==> config.mk <==
export PLATFORM = sky130hd
export DESIGN_NAME = blink_seq_ctrl
export DESIGN_NICKNAME = d
export VERILOG_FILES = /design/src/rtl/blink_seq_ctrl.sv
export SDC_FILE = /design/constraint.sdc
export NUM_CORES = 1
export LEC_CHECK = 0
export BUFFER_PORTS_ARGS = -buffer_cell sky130_fd_sc_hd__buf_2
export CORE_MARGIN = 2
export CORE_UTILIZATION = 40
export DETAILED_ROUTE_END_ITERATION = 16
export GPL_TIMING_DRIVEN = 0
export MAX_ROUTING_LAYER = met4
export PLACE_DENSITY = 0.55
export SYNTH_ARGS = -nofsm -noshare
export SYNTH_HDL_FRONTEND = slang
export SYNTH_SLANG_ARGS = --single-unit
==> constraint.sdc <==
create_clock -name clk -period 3.3 [get_ports clk]
set_input_delay 0.165 -clock clk [delete_from_list [all_inputs] [get_ports clk]]
set_output_delay 0.165 -clock clk [all_outputs]
set_load 0.005 [all_outputs]
==> src/rtl/blink_seq_ctrl.sv <==
// Blink sequencer: button sync/edge detect, period table, 1 ms prescaler and per-slot LED toggling (BTN_DEBOUNCE_EN adds a key filter).
// Latency: press pulse 3 cycles after a key is sampled low (plus DEBOUNCE_MS ticks when filtered); state change on the following edge.
// Backpressure: none; press pulses are single-cycle and acted on (or dropped) in the cycle they appear.
module blink_seq_ctrl #(
    parameter int CLK_PER_MS       = 50000,
    parameter int SLOTS            = 4,
    parameter int TOGGLES_PER_SLOT = 8,
    parameter int PERIOD_W         = 12,
    parameter int DEBOUNCE_MS      = 10,
    localparam int SLOT_W          = (SLOTS > 1) ? $clog2(SLOTS) : 1
) (
    input  logic              clk,
    input  logic              rst_n,
    input  logic              KEY1,
    input  logic              KEY2,
    input  logic [13:0]       switches,
    output logic              LEDG8,
    output logic [SLOT_W-1:0] slot_idx,
    output logic              running
);

    localparam int PRE_W  = (CLK_PER_MS > 1) ? $clog2(CLK_PER_MS) : 1;
    localparam int TOG_W  = $clog2(TOGGLES_PER_SLOT + 1);
    localparam int SKIP_W = $clog2(SLOTS + 1);

    typedef enum logic {IDLE, RUN} state_t;

    // bit 0 = KEY1 (load), bit 1 = KEY2 (run/stop)
    logic [1:0] key_sync1, key_sync2, key_filt, key_prev, key_press;
    logic       load_pls, run_pls;
    logic       unused_sw;

    always_ff @(posedge clk or negedge rst_n) begin
        if (!rst_n) begin
            key_sync1 <= 2'b11;
            key_sync2 <= 2'b11;
            key_prev  <= 2'b11;
            key_press <= 2'b00;
        end else begin
            key_sync1 <= {KEY2, KEY1};
            key_sync2 <= key_sync1;
            key_prev  <= key_filt;
            key_press <= key_prev & ~key_filt;
        end
    end

`ifdef BTN_DEBOUNCE_EN
    localparam int DB_W = $clog2(DEBOUNCE_MS + 1);

    logic [PRE_W-1:0] db_pre;
    logic             db_tick;
    logic [DB_W-1:0]  db_cnt [2];
    logic [1:0]       db_level;

    assign db_tick  = (db_pre == PRE_W'(CLK_PER_MS - 1));
    assign key_filt = db_level;

    // A key's filtered level flips only after the new level survives DEBOUNCE_MS ticks in a row.
    always_ff @(posedge clk or negedge rst_n) begin
        if (!rst_n) begin
            db_pre   <= '0;
            db_level <= 2'b11;
            for (int k = 0; k < 2; k++) db_cnt[k] <= '0;
        end else begin
            db_pre <= db_tick ? '0 : db_pre + PRE_W'(1);
            for (int k = 0; k < 2; k++) begin
                if (key_sync2[k] == db_level[k]) begin
                    db_cnt[k] <= '0;
                end else if (db_tick) begin
                    if (db_cnt[k] == DB_W'(DEBOUNCE_MS - 1)) begin
                        db_level[k] <= key_sync2[k];
                        db_cnt[k]   <= '0;
                    end else begin
                        db_cnt[k] <= db_cnt[k] + DB_W'(1);
                    end
                end
            end
        end
    end
`else
    assign key_filt = key_sync2;
`endif

    assign load_pls  = key_press[0];
    assign run_pls   = key_press[1];
    assign unused_sw = ^switches[1:0];

    state_t              state, state_nxt;
    logic [PERIOD_W-1:0] period_tbl [SLOTS];
    logic [SLOT_W-1:0]   wr_ptr, play_slot;
    logic [PRE_W-1:0]    presc;
    logic [PERIOD_W-1:0] ms_cnt;
    logic [TOG_W-1:0]    tog_cnt;
    logic [SKIP_W-1:0]   skip_cnt;
    logic                led_q;

    logic [PERIOD_W-1:0] cur_per;
    logic                slot_zero, ms_tick, ms_done, slot_done, all_skip;
    logic [SLOT_W-1:0]   wr_ptr_inc, play_slot_inc;

    assign cur_per       = period_tbl[play_slot];
    assign slot_zero     = (cur_per == '0);
    assign ms_tick       = (presc == PRE_W'(CLK_PER_MS - 1));
    assign ms_done       = ms_tick && (ms_cnt == cur_per - PERIOD_W'(1));
    assign slot_done     = ms_done && (tog_cnt == TOG_W'(TOGGLES_PER_SLOT - 1));
    assign all_skip      = slot_zero && (skip_cnt == SKIP_W'(SLOTS - 1));
    assign wr_ptr_inc    = (wr_ptr == SLOT_W'(SLOTS - 1)) ? '0 : wr_ptr + SLOT_W'(1);
    assign play_slot_inc = (play_slot == SLOT_W'(SLOTS - 1)) ? '0 : play_slot + SLOT_W'(1);

    always_ff @(posedge clk or negedge rst_n) begin
        if (!rst_n) state <= IDLE;
        else        state <= state_nxt;
    end

    always_comb begin
        state_nxt = state;
        case (state)
            IDLE:    if (run_pls) state_nxt = RUN;
            RUN:     if (run_pls || all_skip) state_nxt = IDLE;
            default: state_nxt = IDLE;
        endcase
    end

    always_ff @(posedge clk or negedge rst_n) begin
        if (!rst_n) begin
            for (int i = 0; i < SLOTS; i++) period_tbl[i] <= '0;
            wr_ptr    <= '0;
            play_slot <= '0;
            presc     <= '0;
            ms_cnt    <= '0;
            tog_cnt   <= '0;
            skip_cnt  <= '0;
            led_q     <= 1'b0;
        end else if (state == IDLE || run_pls || all_skip) begin
            // Idle, or leaving RUN: everything playback-related sits at zero.
            play_slot <= '0;
            presc     <= '0;
            ms_cnt    <= '0;
            tog_cnt   <= '0;
            skip_cnt  <= '0;
            led_q     <= 1'b0;
            if (state == IDLE && load_pls && !run_pls) begin
                period_tbl[wr_ptr] <= PERIOD_W'(switches[13:2]);
                wr_ptr             <= wr_ptr_inc;
            end
        end else begin
            presc <= ms_tick ? '0 : presc + PRE_W'(1);
            if (slot_zero) begin
                play_slot <= play_slot_inc;
                skip_cnt  <= skip_cnt + SKIP_W'(1);
                ms_cnt    <= '0;
                tog_cnt   <= '0;
            end else begin
                skip_cnt <= '0;
                if (ms_done) begin
                    led_q  <= ~led_q;
                    ms_cnt <= '0;
                    if (slot_done) begin
                        tog_cnt   <= '0;
                        play_slot <= play_slot_inc;
                    end else begin
                        tog_cnt <= tog_cnt + TOG_W'(1);
                    end
                end else if (ms_tick) begin
                    ms_cnt <= ms_cnt + PERIOD_W'(1);
                end
            end
        end
    end

    assign LEDG8    = led_q;
    assign running  = (state == RUN);
    assign slot_idx = (state == RUN) ? play_slot : wr_ptr;

endmodule

[Word level (Yosys, flattened, before mapping)]
Cells that the tools add are included.
Cells by class
  $add $sub $neg: 7
  $lt $le $gt $ge: 3
  equal/unequal tests: 7
  mux-type cells: 31
  bitwise gates (word level): 6
  reductions and logical operators: 18
Operators by type and width (count)
  12-bit 2-to-1 mux: 7
  48-bit bitwise mux: 1
  16-bit 2-to-1 mux: 2
  12-bit binary-select mux with 2-bit select: 1
  12-bit demux with 2-bit select: 1
  16-bit by 1-bit adder with 16-bit output, second input constant: 1
  16-bit == test, second input constant: 1
  4-bit 2-to-1 mux: 4
  2-bit 2-to-1 mux: 7
  12-bit by 1-bit adder with 12-bit output, second input constant: 1
  12-bit == test: 1
  12-bit zero test: 1
  12-bit by 1-bit subtractor with 12-bit output, second input constant: 1
  3-bit >= comparator, second input constant: 2
  1-bit logical AND: 6
  3-bit 2-to-1 mux: 2
  2-bit inverter with 3-bit output: 2
  2-bit AND reduction: 3
  3-bit nonzero test: 2
  1-bit 2-to-1 mux: 5
  2-bit by 1-bit adder with 2-bit output, second input constant: 2
  4-bit by 1-bit adder with 4-bit output, second input constant: 1
  2-bit == test, second input constant: 2
  4-bit by 3-bit == test with 1-bit output, second input constant: 1
  12 further kinds: 15
Word-level totals
  bits in registers: 97
  input bits: 18
  output and inout bits: 4
  word-level logic and storage cells: 88

[Depth between registers and ports, before layout]
Gate-level depths: netlist (run 1).
  depth after elaboration: 12
  mapped depth: 13

[Worst setup path before layout (run 1)]
No wires, ideal clock.
  path kind: register to register
  start: register play_slot[0]
  end: register tog_cnt[3]
  arrival time: 3096 ps
  data required time: 3223 ps
  setup slack: 126 ps
  stages on the path, launching flop included: 13
  buffers on the path: 2
  path through: dfrtp_1 buf_6 mux4_1 inv_1 ha_1 and4b_1 o211ai_1 xnor2_1 nor4_1 nand4_1 clkbuf_2 or4_1 a21oi_1
Between the ends
  word-level cells in the longest chain between the ends: 12
  elaborated cells between the ends (all ways): 16
  those cells by class: add/sub: 1; eq/ne: 1; mux: 7; bitwise: 1; reduce/logical: 6
RTL lines
  from (decl): line 90  | logic [SLOT_W-1:0] wr_ptr, play_slot;
  from (signal assigned): line 149  | play_slot <= play_slot_inc;
  from (signal assigned): line 160  | play_slot <= play_slot_inc;
  2-bit inverter with 3-bit output (implied by the code) (*): line 101  | assign cur_per = period_tbl[play_slot];
  12-bit binary-select mux with 2-bit select (*): line 101
  12-bit 2-to-1 mux (implied by the code) (*) (2 in a row): line 101
  12-bit by 1-bit subtractor with 12-bit output: line 104  | assign ms_done = ms_tick && (ms_cnt == cur_per - PERIOD_W'(1));
  12-bit == test: line 104
  1-bit logical AND: line 104
  1-bit logical AND: line 105  | assign slot_done = ms_done && (tog_cnt == TOG_W'(TOGGLES_PER_SLOT - 1));
  4-bit 2-to-1 mux: line 158  | if (slot_done) begin
  4-bit 2-to-1 mux: line 155  | if (ms_done) begin
  4-bit 2-to-1 mux: line 148  | if (slot_zero) begin
  4-bit 2-to-1 mux: line 134  | end else if (state == IDLE || run_pls || all_skip) begin
  to (signal assigned): line 162  | tog_cnt <= tog_cnt + TOG_W'(1);
  to (decl): line 93  | logic [TOG_W-1:0] tog_cnt;
Every way passes the cells marked *; elsewhere a longest branch is shown, timed or not. The select of a mux whose other input is x is not followed.
A chain may end at the register's enable or synchronous reset.

[Worst setup path after layout (run 1)]
  start: register play_slot[0]
  end: register tog_cnt[0]
The elaborated chain is that of the path after synthesis.

==> results by group, run 1 <==
Setup path
  • Endpoint class of the critical path: flip-flop
  • Crit path arrival time: 3.57 ns
  • Crit-path slowest cell: mux4_2
  • CP max FO: 5
  • Startpoint type of the worst setup path: flip-flop
  • Critical path class: reg -> reg
  • Critical-path cell list: buf_8, mux4_2, buf_6, nor4_4, nand2_2, or4b_4, nand3_4, nand4_1, clkbuf_8, buf_4, or3_4, a21oi_2
  • Max incr delay on CP: 0.56 ns
  • Worst EP required: 3.58 ns

Clocking
  • Clk_lat worst skew: 0.35 ns
  • Clock transition at path regs: 0.07 ns
  • H-tree Lvls: 3
  • Root Buffer: clkbuf_16
  • Num CTS Buffers: 9
  • Clk sinks: 97
  • CTS max path bufs: 2
  • CTS tree: yes

Timing
  • Max_slew headroom: 47.6%
  • Clock Skew: 0.00538 ns
  • Unrepaired setup endpoints after global routing: true
  • Max-slew violation count: 0
  • Least-Margin Pin Slew: 0.780 ns
  • Final setup vio count: 0
  • FMAX: 305 MHz
  • Hold_ws: 0.0776 ns
  • Final hold violation count: 0
  • Final cycle utilization of the critical path: 99.5%
  • Tmin final: 3.28 ns

Pwr
  • Internal: 3.13 mW
  • Maximum vdd drop: 420 uV
  • Gate power share: 41.9%
  • Clock Power Share: 22.4%
  • Sw Share: 33.3%
  • Lkg Pwr: 2.51 nW
  • Total power per unit cell area: 811 nW/um2
  • Net switching power: 1.57 mW
  • Register share of total power: 35.7%
  • Power Total: 4.69 mW

Synthesis
  • Synth Cell Area: 4840 um2
  • Synth top area share: 47.1%
  • Main synth FF type: dfrtp_1
  • Fraction of registers with async set/reset: 100%
  • Post-synth EDFFs: 0
  • Area contributors post-synth: dfrtp_1 (47%), mux2_2 (12%), xor2_1 (3.6%)
  • Syn Inst Count: 408
  • Syn nets: 438
  • Register bit total from synthesis: 97
  • Yosys top cell by area: dfrtp_1
  • Synth Area per Inst: 11.9 um2
  • Synthesis warning total: 0
  • Synth cell types: 47
  • Register area share after synthesis: 50.3%

Route
  • DR vias/cell: 5.17
  • First DRT Iteration DRCs: 115
  • DR vias: 3172
  • Drt first pass iters: 4
  • Post-route ant nets: 0
  • Wire per inst: 16.1 um
  • Remaining DRCs: 0
  • Final WL: 9870 um

Layout
  • Share of cells above drive strength 1: 33.0%
  • Layout area overhead: 19.7%
  • Most frequent cells in the layout: dfrtp_1 (90), mux2_2 (50), nor2_1 (43)
  • FILL cells: 1070
  • Finished Cell Area: 5790 um2
  • Most common cell after layout, fill and taps aside: dfrtp_1
  • # diodes: 0
  • Nets: 492

Place
  • Routability cong.: 0.753
  • Area post-placement: 5140 um2
  • Hpwl dp: 6660 um
  • Buffers added on ports: 19

GRT
  • First-pass GRT wire length: 16500 um
  • Global route total overflow: 0
  • Initial antenna violation count: 0
  • Largest net degree at the start of global routing: 61
  • Vias in the first global route: 3249
  • GR Util All Layers: 17.0%

Outcome
  • Status: completed

Floorplan
  • Die Area: 13000 um2
  • IO Pins: 22
  • Initial Util: 40.6%
  • Width of the chip: 114 um
  • Core Rows: 40
  • Core area: 11900 um2
  • Chip height: 114 um

Min path
  • HP Class: in -> reg

Job
  • Max-Cap Viols: 0
power groups by stage:
stage	Clock [mW]	Combinational, mW	Sequential (mW)
2_1_floorplan	0	1.20	1.63
3_3_place_gp	0	1.49	1.67
3_5_place_dp	0	1.53	1.69
4_1_cts	1.08	1.86	1.67
5_1_grt	1.13	2.14	1.72
6_report	1.05	1.97	1.68
final cells by class:
type / count / area (um2) / share of cell area, %
inverters: 15 / 56.3 / 0.973
clock buffers: 11 / 243 / 4.19
clock inverters: 5 / 53.8 / 0.930
multi-input cells: 283 / 2380 / 41.1
flip-flops and latches: 97 / 2440 / 42.1
well taps: 147 / 184 / 3.18
plain buffers: 11 / 78.8 / 1.36
repair buffers: 45 / 357 / 6.16
cells by family after synthesis:
family,share of synthesized area [%]
compound gates,3.93
fa+ha+maj,3.10
xor+xnor,7.06
flops,50.3
buf+inv,2.41
mux,18.4
simple gates,14.7
registers in the layout, summed over array words and instances, names as in the netlist, 3 cells and up:
| signal | cells |
|---|---|
| ms_cnt | 12 |
| period_tbl | 48 |
| presc | 16 |
| skip_cnt | 3 |
| tog_cnt | 4 |
synthesized netlist by cell type, types with 6 or more instances:
master,number
mux2_2,50
and3_1,8
dfrtp_1,91
o21ai_0,9
inv_1,15
nand4_1,8
nor2_1,44
mux4_2,7
a21oi_1,9
nand3_1,14
nand2_1,20
dfstp_2,6
ha_1,12
xnor2_1,19
and2_1,6
xor2_1,20
worst paths after layout:
path,startpoint,end,slack [ns],cells past startpoint
setup / recovery,play_slot[0]$_DFFE_PN0P_,tog_cnt[0]$_DFFE_PN0P_,0.02,12
hold / removal,switches[8],period_tbl[30]$_DFFE_PN0P_,0.08,2
setup reg to reg,play_slot[0]$_DFFE_PN0P_,tog_cnt[0]$_DFFE_PN0P_,0.02,12
hold reg to reg,key_sync1[0]$_DFF_PN1_,key_filt[0]$_DFF_PN1_,0.36,0
max in group asynchronous,rst_n,key_sync1[1]$_DFF_PN1_,2.26,3
min in group asynchronous,rst_n,presc[8]$_DFF_PN0_,0.33,2
worst max-delay path: cells and delay by family, from the launching register on:
kind / cells / cell delay, ns
buffers and inverters: 4 / 0.59
AOI/OAI and AO/OA: 1 / 0.12
DFF: 1 / 0.41
muxes: 1 / 0.56
and+or+nand+nor: 6 / 1.52
routing by layer:
| layer | part of all wire, % | vias up | GRT usage (%) |
|---|---|---|---|
| met1 | 46 | 1584 | 21.3 |
| li1 | - | 1549 | - |
| met3 | 2.3 | 10 | 3.83 |
| met5 | 0 | - | - |
| met4 | 1.6 | 0 | 5.85 |
| met2 | 50 | 29 | 27.3 |
timing repair:
action                                 in CTS  in global routing
setup endpoints to repair                  29                 27
gates cloned                                1                  0
pin swaps                                   5                 14
resized for setup                          24                 17
setup buffers                              17                  4
hold buffers                                3                  0
endpoints found under the hold margin      39                  0
per-stage QoR:
step	setup WS [ns]	util [%]	TNS, ns	std cells
2_1_floorplan	0.126	-	0	408
3_3_place_gp	-0.517	42.9	-8.49	574
3_5_place_dp	-0.524	43.2	-9.51	575
4_1_cts	0.00245	48.0	0	612
5_1_grt	-0.0869	48.6	-0.413	614
6_report	0.0167	48.6	0	614
(Power assumes the default switching activity.)
==> run 2, diff against run 1 <==
- ABC_AREA: default -> 1
==> results by group, run 2 <==
GRT
  • First-pass GRT wire length: 21000 um
  • Global route total overflow: 0
  • GR Util All Layers: 19.7%
  • Largest net degree at the start of global routing: 64
  • Vias in the first global route: 4103
  • Initial antenna violation count: 0

Timing
  • Hold_ws: 0.105 ns
  • Final setup vio count: 0
  • Clock Skew: 0.00751 ns
  • Unrepaired setup endpoints after global routing: false
  • Tmin final: 2.94 ns
  • Final cycle utilization of the critical path: 89.2%
  • Max-slew violation count: 0
  • Setup slack after layout: 0.357 ns
  • Least-Margin Pin Slew: 0.665 ns
  • FMAX: 340 MHz
  • Max_slew headroom: 55.6%
  • Setup_tns: 0 ns
  • Final hold violation count: 0

Clocking
  • Clock transition at path regs: 0.08 ns
  • Num CTS Buffers: 9
  • CTS tree: yes
  • Cts hold-fix bufs: 3
  • Post-CTS setup buffers: 0
  • Clk_lat worst skew: 0.37 ns
  • H-tree Lvls: 3
  • # resized after CTS: 0
  • CTS max path bufs: 2
  • Root Buffer: clkbuf_16
  • Clk sinks: 97

Pwr
  • Clock Power Share: 23.4%
  • Net switching power: 1.90 mW
  • Internal: 2.68 mW
  • Gate power share: 39.3%
  • Lkg Pwr: 2.83 nW
  • Register share of total power: 37.4%
  • Maximum vdd drop: 465 uV
  • Sw Share: 41.5%
  • Total power per unit cell area: 777 nW/um2

Synthesis
  • Register area share after synthesis: 46.5%
  • Fraction of registers with async set/reset: 100%
  • Top cells by count, synth: nand2_1 (187), dfrtp_1 (91), inv_1 (68), nor2_1 (59), o21ai_0 (59)
  • Post-synth EDFFs: 0
  • Syn Inst Count: 656
  • Yosys top cell by area: dfrtp_1
  • Synth cell types: 37
  • Area contributors post-synth: dfrtp_1 (43%), nand2_1 (13%), o21ai_0 (5.6%)
  • Synth top area share: 43.5%
  • Register bit total from synthesis: 97
  • Synthesis warning total: 0
  • Most common cell in the netlist: nand2_1
  • Synth Cell Area: 5240 um2
  • Syn nets: 686
  • Main synth FF type: dfrtp_1
  • Synth Area per Inst: 7.98 um2

Floorplan
  • Die Area: 14000 um2
  • IO Pins: 22
  • Core Rows: 41
  • Chip height: 118 um
  • Initial Util: 41.2%
  • Width of the chip: 118 um
  • Core area: 12700 um2

Setup path
  • Crit path buffers/inverters: 6
  • Startpoint type of the worst setup path: flip-flop
  • CP dominant cell by count: nand2_1
  • Worst EP required: 3.55 ns
  • Max incr delay on CP: 0.40 ns
  • Crit path arrival time: 3.19 ns
  • Critical path class: reg -> reg
  • Crit-path slowest cell: dfrtp_1
  • Critical-path cell list: buf_6, inv_4, buf_6, nand2_1, nand3_1, nand2_1, ha_1, xnor2_1, inv_1, nand2_1, nand2_1, inv_1, nand2_1, a21oi_1, nand2_1, nor2_2, nand3_2, nand2_4, inv_1, nand3_1, o21ai_0
  • Endpoint class of the critical path: flip-flop
  • CP max FO: 10
  • Top delay family on crit path: simple AND/OR/NAND/NOR gates

Layout
  • Largest registers: period_tbl: 48 flops, presc: 16 flops, ms_cnt: 12 flops
  • Most frequent cells in the layout: nand2_1 (187), dfrtp_1 (91), inv_1 (68)
  • Nets: 720
  • # diodes: 0
  • Share of cells above drive strength 1: 14.0%
  • Layout area overhead: 12.7%
  • Max FFs per register: 48
  • FILL cells: 1343
  • Most common cell after layout, fill and taps aside: nand2_1
  • Reg with most FFs: period_tbl

Route
  • WL met2: 5650 um
  • Post-route ant nets: 0
  • DR vias/cell: 4.97
  • Met1 WL: 6020 um
  • Drt first pass iters: 5
  • DR vias: 4311
  • First DRT Iteration DRCs: 318
  • Top sig layer: met4
  • Remaining DRCs: 0
  • WL met3: 478 um
  • Final WL: 12500 um
  • Wire per inst: 14.4 um

Place
  • Routability cong.: 0.802
  • Post-Place Setup Slack: 0.335 ns
  • Hpwl dp: 8990 um
  • Buffers added on ports: 19

Job
  • Max-Cap Viols: 0

Min path
  • HP Class: in -> reg

Outcome
  • Status: completed
[run 2: layout make-up]
| type | instances | area [um2] | share of cell area, % |
|---|---|---|---|
| timing repair buffer | 23 | 155 | 2.63 |
| tap | 172 | 215 | 3.65 |
| multi-input combinational | 468 | 2410 | 40.8 |
| clock inverter | 7 | 67.6 | 1.15 |
| inverter | 75 | 287 | 4.86 |
| buffer | 16 | 109 | 1.84 |
| sequential | 97 | 2430 | 41.3 |
| clock buffer | 9 | 225 | 3.82 |
[run 2: worst reg2reg max path, cell delays in order, from the launching register on]
cell	delay, ns
dfrtp_1	0.40
buf_6	0.16
inv_4	0.09
buf_6	0.15
nand2_1	0.06
nand3_1	0.06
nand2_1	0.18
ha_1	0.33
xnor2_1	0.22
inv_1	0.06
nand2_1	0.08
nand2_1	0.05
inv_1	0.05
nand2_1	0.09
a21oi_1	0.14
nand2_1	0.08
nor2_2	0.11
nand3_2	0.12
nand2_4	0.13
inv_1	0.11
nand3_1	0.08
o21ai_0	0.08
[run 2: through the flow]
| step | total power [mW] | util (%) | cells | area [um2] |
|---|---|---|---|---|
| 4_1_cts | 4.62 | 46.4 | 867 | 5900 |
| 3_3_place_gp | 3.48 | 43.6 | 847 | 5550 |
| 5_1_grt | 4.98 | 46.4 | 867 | 5900 |
| 3_5_place_dp | 3.53 | 43.8 | 848 | 5580 |
| 6_report | 4.59 | 46.4 | 867 | 5900 |
| 2_1_floorplan | 3.10 | - | 656 | 5240 |
[run 2: worst paths after layout]
check / cells past startpoint / slack (ns) / startpoint / to
hold / removal: 3 / 0.11 / switches[11] / period_tbl[21]$_DFFE_PN0P_
setup reg to reg: 21 / 0.36 / play_slot[0]$_DFFE_PN0P_ / ms_cnt[0]$_DFFE_PN0P_
hold reg to reg: 0 / 0.36 / key_sync1[1]$_DFF_PN1_ / key_filt[1]$_DFF_PN1_
max in group asynchronous: 3 / 2.28 / rst_n / key_filt[1]$_DFF_PN1_
setup / recovery: 21 / 0.36 / play_slot[0]$_DFFE_PN0P_ / ms_cnt[0]$_DFFE_PN0P_
min in group asynchronous: 2 / 0.31 / rst_n / ms_cnt[9]$_DFFE_PN0P_
[run 2: metal layers]
metal | GRT usage [%] | vias to the layer above
met5 | - | -
met4 | 9.08 | 0
met3 | 2.65 | 19
met2 | 30.6 | 77
met1 | 25.8 | 2047
li1 | - | 2168
[run 2: logic make-up after synthesis]
family,count (synthesis),synth area share [%]
AND/OR/NAND/NOR,366,33.0
flip-flops,97,46.5
buffers and inverters,91,7.55
AO/OA/AOI/OAI,76,7.74
XOR/XNOR,14,2.34
adder cells (fa/ha/maj),12,2.87
[run 2: power groups by stage]
stage	Sequential, mW	Combinational (mW)	Clock, mW
floorplan	1.69	1.41	0
global route	1.76	2.06	1.15
finish	1.71	1.80	1.07
CTS	1.71	1.81	1.10
global placement	1.72	1.75	0
detailed placement	1.73	1.80	0
==> run 3, diff against run 2 <==
- CORE_UTILIZATION: 40 -> 50
- CTS_CLUSTER_SIZE: default -> 12
- PLACE_DENSITY: 0.55 -> 0.66
==> results by group, run 3 (synthesized netlist as in run 2, its figures left out) <==
Floorplan
  • Die Area: 11300 um2
  • IO Pins: 22
  • Chip height: 106 um
  • Width of the chip: 106 um
  • Core Rows: 37
  • Core area: 10200 um2
  • Initial Util: 51.2%

Clocking
  • CTS tree: yes
  • Num CTS Buffers: 9
  • CTS max path bufs: 2
  • Clk_lat worst skew: 0.38 ns
  • Cts hold-fix bufs: 3
  • Post-CTS setup buffers: 0
  • Root Buffer: clkbuf_8
  • H-tree Lvls: 3
  • Clock transition at path regs: 0.10 ns
  • Clk sinks: 97
  • # resized after CTS: 0

Timing
  • Clock Skew: 0.00933 ns
  • Tmin final: 2.83 ns
  • Least-Margin Pin Slew: 0.638 ns
  • Final hold violation count: 0
  • Setup_tns: 0 ns
  • Unrepaired setup endpoints after global routing: false
  • Final cycle utilization of the critical path: 85.6%
  • FMAX: 354 MHz
  • Max_slew headroom: 57.5%
  • Final setup vio count: 0
  • Hold_ws: 0.0761 ns
  • Max-slew violation count: 0

Job
  • Max-Cap Viols: 0

Layout
  • Nets: 720
  • Share of cells above drive strength 1: 14.0%
  • Layout area overhead: 10.2%
  • Largest registers: period_tbl: 48 flops, presc: 16 flops, ms_cnt: 12 flops
  • # diodes: 0
  • Most common cell after layout, fill and taps aside: nand2_1
  • Most frequent cells in the layout: nand2_1 (187), dfrtp_1 (91), inv_1 (68)
  • Reg with most FFs: period_tbl
  • Max FFs per register: 48
  • Post-Route Utilization: 56.4%

GRT
  • Vias in the first global route: 4124
  • First-pass GRT wire length: 20300 um
  • Global route total overflow: 0
  • GR Util All Layers: 23.8%
  • Initial antenna violation count: 0
  • Largest net degree at the start of global routing: 51

Route
  • Post-route ant nets: 0
  • Remaining DRCs: 0
  • Final WL: 11800 um
  • DR vias: 4259
  • First DRT Iteration DRCs: 304
  • Drt first pass iters: 4
  • Wire per inst: 14.2 um
  • DR vias/cell: 5.13

Setup path
  • Critical path class: reg -> reg
  • Endpoint class of the critical path: flip-flop
  • Critical-path cell list: buf_6, inv_4, buf_6, nand2_1, nand3_1, nand2_2, ha_1, xor2_1, nand3_1, nor2_1, nand2_1, a21oi_1, nand2_1, nor2_2, nand3_2, nand2_4, inv_1, nand3_1, o21ai_0
  • Crit path arrival time: 3.10 ns
  • Startpoint type of the worst setup path: flip-flop
  • Worst EP required: 3.58 ns
  • CP max FO: 10
  • Crit-path slowest cell: dfrtp_1
  • Max incr delay on CP: 0.42 ns
  • RR Startpoint: play_slot[0]$_DFFE_PN0P_
  • CP startpoint: play_slot[0]$_DFFE_PN0P_

Min path
  • Worst hold start: switches[3]
  • HP Class: in -> reg

Place
  • Hpwl dp: 8600 um
  • Routability cong.: 0.884
  • Buffers added on ports: 19

Pwr
  • Power Total: 4.33 mW
  • Maximum vdd drop: 388 uV
  • Lkg Pwr: 2.79 nW
  • Total power per unit cell area: 750 nW/um2

Outcome
  • Status: completed
-- run 3: cell count changes in the layout (fill, tap and decap cells not counted) --
cell,delta
bufinv_16,+1
clkbuf_16,-9
clkbuf_8,+9
clkinv_4,+2
clkinvlp_4,-1
inv_6,-1
inv_8,-1
-- run 3: critical path, delay by kind of cell (launching register included) --
family,cells,cell delay (ns)
DFF,1,0.42
xor gates and xnor gates,1,0.21
adders and majority gates,1,0.32
and+or+nand+nor,11,1.07
buffers and inverters,4,0.50
AOI/OAI and AO/OA,2,0.19
-- run 3: area by class of cell --
cell class | count | area (um2)
Fill cell | 950 | 4460
Sequential cell | 97 | 2430
Multi-Input combinational cell | 468 | 2410
Inverter | 75 | 287
Tap cell | 136 | 170
Timing Repair Buffer | 23 | 155
Clock buffer | 9 | 124
Buffer | 16 | 109
Clock inverter | 7 | 87.6
-- run 3: metal layers --
layer,track usage (%),vias up,routed length [um]
met1,32.4,1979,5610
li1,-,2169,-
met2,35.9,93,5360
met3,4.23,18,561
met5,-,-,0
met4,8.74,0,250
-- run 3: power breakdown --
| part | total [mW] | internal [mW] | leakage [nW] | switching, mW |
|---|---|---|---|---|
| clock network | 0.830 | 0.367 | 0.108 | 0.462 |
| logic | 1.78 | 0.626 | 1.48 | 1.16 |
| registers | 1.72 | 1.52 | 1.21 | 0.198 |
-- run 3: worst paths after layout --
check	endpoint	slack, ns	cells past startpoint
min in group asynchronous	ms_cnt[6]$_DFFE_PN0P_	0.33	2
worst min register to register	key_filt[1]$_DFF_PN1_	0.36	0
worst max-delay path	ms_cnt[0]$_DFFE_PN0P_	0.47	19
worst min-delay path	period_tbl[13]$_DFFE_PN0P_	0.08	3
worst max register to register	ms_cnt[0]$_DFFE_PN0P_	0.47	19
max in group asynchronous	key_filt[0]$_DFF_PN1_	2.26	3
-- run 3: through the flow --
stage          worst slack [ns]  std cells  cell area (um2)
2_1_floorplan             0.897        656             5240
3_3_place_gp              0.529        811             5500
3_5_place_dp              0.494        812             5530
4_1_cts                   0.457        831             5770
5_1_grt                   0.135        831             5770
6_report                  0.474        831             5770
